<file path="src/rtl/serial_add_sequencer.sv">
// Bit-serial adder sequencer: streams latched operands LSB-first through an external
// 1-bit full adder, recirculates its carry and gathers the sum bits; start-to-done is WIDTH+1 cycles.
module serial_add_sequencer #(
  parameter int WIDTH = 4,
  parameter int CNT_W = 3
) (
  input  logic             clk,
  input  logic             rst_n,
  input  logic             start,
  input  logic [WIDTH-1:0] op_a,
  input  logic [WIDTH-1:0] op_b,
  input  logic             cin,
  output logic             fa_a,
  output logic             fa_b,
  output logic             fa_cin,
  input  logic             fa_sum,
  input  logic             fa_cout,
  output logic [WIDTH-1:0] sum,
  output logic             cout,
  output logic             busy,
  output logic             done
);

  typedef enum logic [1:0] {
    S_IDLE = 2'd0,
    S_RUN  = 2'd1,
    S_DONE = 2'd2
  } state_e;

  localparam logic [CNT_W-1:0] LAST_BIT = CNT_W'(WIDTH - 1);

  state_e           state_q;
  logic [WIDTH-1:0] sa_q;
  logic [WIDTH-1:0] sb_q;
  logic [WIDTH-1:0] sr_q;
  logic [WIDTH-1:0] sum_q;
  logic [CNT_W-1:0] cnt_q;
  logic             carry_q;
  logic             cout_q;
  logic             busy_q;
  logic             done_q;

  logic [WIDTH-1:0] sr_d;
  logic [WIDTH-1:0] sa_d;
  logic [WIDTH-1:0] sb_d;

  assign sr_d = {fa_sum, sr_q[WIDTH-1:1]};
  assign sa_d = {1'b0, sa_q[WIDTH-1:1]};
  assign sb_d = {1'b0, sb_q[WIDTH-1:1]};

  always_ff @(posedge clk or negedge rst_n) begin
    if (!rst_n) begin
      state_q <= S_IDLE;
      sa_q    <= '0;
      sb_q    <= '0;
      sr_q    <= '0;
      sum_q   <= '0;
      cnt_q   <= '0;
      carry_q <= 1'b0;
      cout_q  <= 1'b0;
      busy_q  <= 1'b0;
      done_q  <= 1'b0;
    end else begin
      case (state_q)
        S_IDLE: begin
          done_q <= 1'b0;
          if (start) begin
            sa_q    <= op_a;
            sb_q    <= op_b;
            carry_q <= cin;
            cnt_q   <= '0;
            sr_q    <= '0;
            busy_q  <= 1'b1;
            state_q <= S_RUN;
          end
        end
        S_RUN: begin
          sr_q    <= sr_d;
          carry_q <= fa_cout;
          sa_q    <= sa_d;
          sb_q    <= sb_d;
          cnt_q   <= cnt_q + 1'b1;
          // Last bit pair: the adder's current outputs complete the result.
          if (cnt_q == LAST_BIT) begin
            sum_q   <= sr_d;
            cout_q  <= fa_cout;
            busy_q  <= 1'b0;
            done_q  <= 1'b1;
            state_q <= S_DONE;
          end
        end
        S_DONE: begin
          done_q  <= 1'b0;
          state_q <= S_IDLE;
        end
        default: begin
          busy_q  <= 1'b0;
          done_q  <= 1'b0;
          state_q <= S_IDLE;
        end
      endcase
    end
  end

  // Gating with busy_q keeps the adder inputs quiet outside RUN; both terms are flops.
  assign fa_a   = busy_q & sa_q[0];
  assign fa_b   = busy_q & sb_q[0];
  assign fa_cin = busy_q & carry_q;

  assign sum  = sum_q;
  assign cout = cout_q;
  assign busy = busy_q;
  assign done = done_q;

endmodule
</file>
<file path="config.mk">
export PLATFORM = sky130hd
export DESIGN_NAME = serial_add_sequencer
export DESIGN_NICKNAME = d
export VERILOG_FILES = /design/src/rtl/serial_add_sequencer.sv
export SDC_FILE = /design/constraint.sdc
export NUM_CORES = 1
export LEC_CHECK = 0
export BUFFER_PORTS_ARGS = -buffer_cell sky130_fd_sc_hd__buf_2
export CAP_MARGIN = 5
export CORE_MARGIN = 1.5
export CORE_UTILIZATION = 51
export CTS_CLUSTER_DIAMETER = 50
export DETAILED_ROUTE_END_ITERATION = 6
export PLACE_DENSITY = 0.84
export SKIP_CTS_REPAIR_TIMING = 1
export SLEW_MARGIN = 20
export SYNTH_ARGS = -nofsm -noshare
export SYNTH_HDL_FRONTEND = slang
export SYNTH_SLANG_ARGS = --single-unit
</file>
<file path="constraint.sdc">
create_clock -name clk -period 1.8 [get_ports clk]
set_input_delay 0.18 -clock clk [delete_from_list [all_inputs] [get_ports clk]]
set_output_delay 0.18 -clock clk [all_outputs]
set_load 0.005 [all_outputs]
</file>
==> flow_summary.json <==
{
  "max-vdd-ir-drop_mv": 0.855,
  "track_usage_pct": 19.0,
  "die_h_um": 48.7,
  "syn_inst": 89,
  "dp.cells": 136,
  "rrSetupSlack_ns": 0.39,
  "cts_tree": "built",
  "post_drt_wl_per_cell_um": 13.6,
  "place.detailed.hpwl_um": 1360,
  "holdPathEnd": "sb_q[3]",
  "cp-start-kind": "flip-flop",
  "stdcell_count": 141,
  "hold_path_class": "input port to flip-flop",
  "crit_type": "flip-flop to flip-flop",
  "clock_path_buffers": 2,
  "clock-root-buffer": "clkbuf_4",
  "place_ws_ns": 0.406,
  "stdcell_area_um2": 1260,
  "grt_pass1_wl_um": 3460,
  "reg2reg_from": "cnt_q[0]",
  "whs_path_depth": 3,
  "fmax_ghz": 0.707,
  "ant_nets": 0,
  "die_w_um": 48.7,
  "synth_area_um2": 1070,
  "start_util_pct": 54.4,
  "totalWireLength_um": 1920,
  "drcViolationCount": 0,
  "fin_crit_ns": 1.41,
  "grt_overflow": 0,
  "worst_slew_pin_slew_ns": 0.506,
  "finalNetCount": 131,
  "finalWeightedCongestion": 0.747,
  "io_buffers": 23,
  "p_clk_share_pct": 17.4,
  "fin_util_pct": 64.4,
  "layout-drive-gt1-share_pct": 32.5,
  "fin_ws_ns": 0.386,
  "cts.sinks": 24,
  "cap_violations": 0,
  "cellLeakagePower_nw": 0.623,
  "fin_crit_sh_pct": 78.5,
  "p_int_mw": 1.47,
  "crit_arrival_ns": 1.62,
  "core_um2": 1960,
  "synth.most_common_cell": "dfrtp_1",
  "first_pass_iters": 4,
  "ys_types": 26,
  "synth_edf_count": 0,
  "r2r_cells": 4,
  "synth_top_area_share_pct": 56.3,
  "yosys.area.top_type": "dfrtp_1",
  "netSwitchingFraction_pct": 32.5,
  "via_per_inst": 5.35,
  "required_ns": 2.01,
  "power_mw": 2.18,
  "die_area_um2": 2380,
  "min_from": "op_b[3]",
  "clock_skew_ns": 0.00212,
  "worstReg2RegEnd": "sum[3]",
  "grt_pass1_vias": 728,
  "diodes": 0,
  "crit_fanout": 6,
  "clk_latency_ns": 0.31,
  "crit_path_end_kind": "flip-flop",
  "rsz0062_at_grt": "no",
  "antenna_found_initial": 0,
  "slew_violations": 0,
  "syn2layout_area_growth_pct": 18.4,
  "ys_ff_latch": 24,
  "hold_slack_ns": 0.101,
  "relSlewSlack_pct": 66.3,
  "power.switching_uw": 709,
  "syn_area_per_cell_um2": 12.0,
  "async_flop_share_pct": 100,
  "status": "finished clean",
  "vias": 755,
  "hold_violations": 0,
  "power_frac_comb_pct": 38.3,
  "ios": 24,
  "p_seq_share_pct": 44.3,
  "ys_seq_area_share_pct": 56.3,
  "ys.flop_type": "dfrtp_1",
  "fin_tns_setup_ns": 0,
  "synth_commonest_cells": "dfrtp_1 (24), nor2_1 (10), mux2_4 (5)",
  "syn_nets": 105,
  "power_density_nw_per_um2": 1730,
  "grt_max_degree": 25,
  "numCtsBuffers": 3,
  "post_dp_cell_area_um2": 1200,
  "htreeDepth": 1,
  "yosys-top-cells-area": "dfrtp_1 (56%), mux2_4 (7.0%), o221a_1 (4.2%), nor2_1 (3.5%), a22o_1 (3.3%)",
  "drtIter0Drc": 17,
  "yosysWarnings": 0,
  "finalSetupViolCount": 0,
  "placement_rows": 16,
  "clkTransAtPathRegs_ns": 0.12
}
-- critical path: stages, from the launching register on --
cell     delay (ns)
dfrtp_1        0.42
ha_1           0.21
ha_1           0.24
nand2_4        0.14
mux2_4         0.31
-- cell type report --
cell class / count / area [um2]
Sequential cell: 24 / 601
Multi-Input combinational cell: 58 / 433
Timing Repair Buffer: 25 / 133
Inverter: 3 / 11.3
Tap cell: 27 / 33.8
Clock inverter: 1 / 30.0
Fill cell: 168 / 698
Clock buffer: 3 / 22.5
-- kinds of logic after synthesis --
family          count (synthesis)  share of synthesized area [%]
compound gates                 22                           16.3
fa+ha+maj                       2                           2.34
buf+inv                         7                           3.17
flops                          24                           56.3
mux                             5                           7.03
simple gates                   29                           14.9
-- how the worst max path moves through the flow --
| stage | start | endpoint | slack [ns] | cells after the start |
|---|---|---|---|---|
| 6_report | cnt_q[0] | sum[3] | 0.39 | 4 |
| 5_1_grt | state_q[0] | sb_q[1] | 0.28 | 3 |
| 3_3_place_gp | cnt_q[0] | sum[0] | 0.43 | 4 |
| 4_1_cts | cnt_q[0] | sum[3] | 0.38 | 4 |
| 3_5_place_dp | cnt_q[0] | sum[3] | 0.41 | 4 |
| 2_1_floorplan | cnt_q[0] | cout | 0.47 | 4 |
-- layer usage --
| metal | vias up | wire [um] | share of wire (%) | global-route usage, % |
|---|---|---|---|---|
| met4 | 0 | 53 | 2.8 | 11.4 |
| met2 | 27 | 861 | 45 | 27.6 |
| li1 | 367 | - | - | - |
| met5 | - | 0 | 0 | 0 |
| met1 | 357 | 921 | 48 | 27.1 |
| met3 | 4 | 87 | 4.5 | 2.47 |
-- layout by cell type, fill, tap and decap left out, types with 4 or more instances in the layout --
master / n
a22o_1: 4
buf_2: 23
dfrtp_1: 24
mux2_4: 5
nand3b_1: 4
nor2_1: 10
o221a_1: 4
-- power groups by stage --
stage	Sequential, mW	Clock (mW)	Combinational, mW
after floorplan	0.918	0	0.636
after global placement	0.962	0	0.812
after detailed placement	0.976	0	0.833
after CTS	0.966	0.386	0.841
after global routing	1.01	0.412	0.934
final	0.967	0.379	0.835
-- flip-flops by register name, summed over array words and instances, names as in the netlist --
| name | flops |
|---|---|
| sa_q | 4 |
| sb_q | 4 |
| sum | 4 |
| cnt_q | 3 |
| sr_q | 3 |
| state_q | 2 |
| busy | 1 |
| carry_q | 1 |
| cout | 1 |
| done | 1 |
No activity file was read; power rests on OpenSTA's default activity.
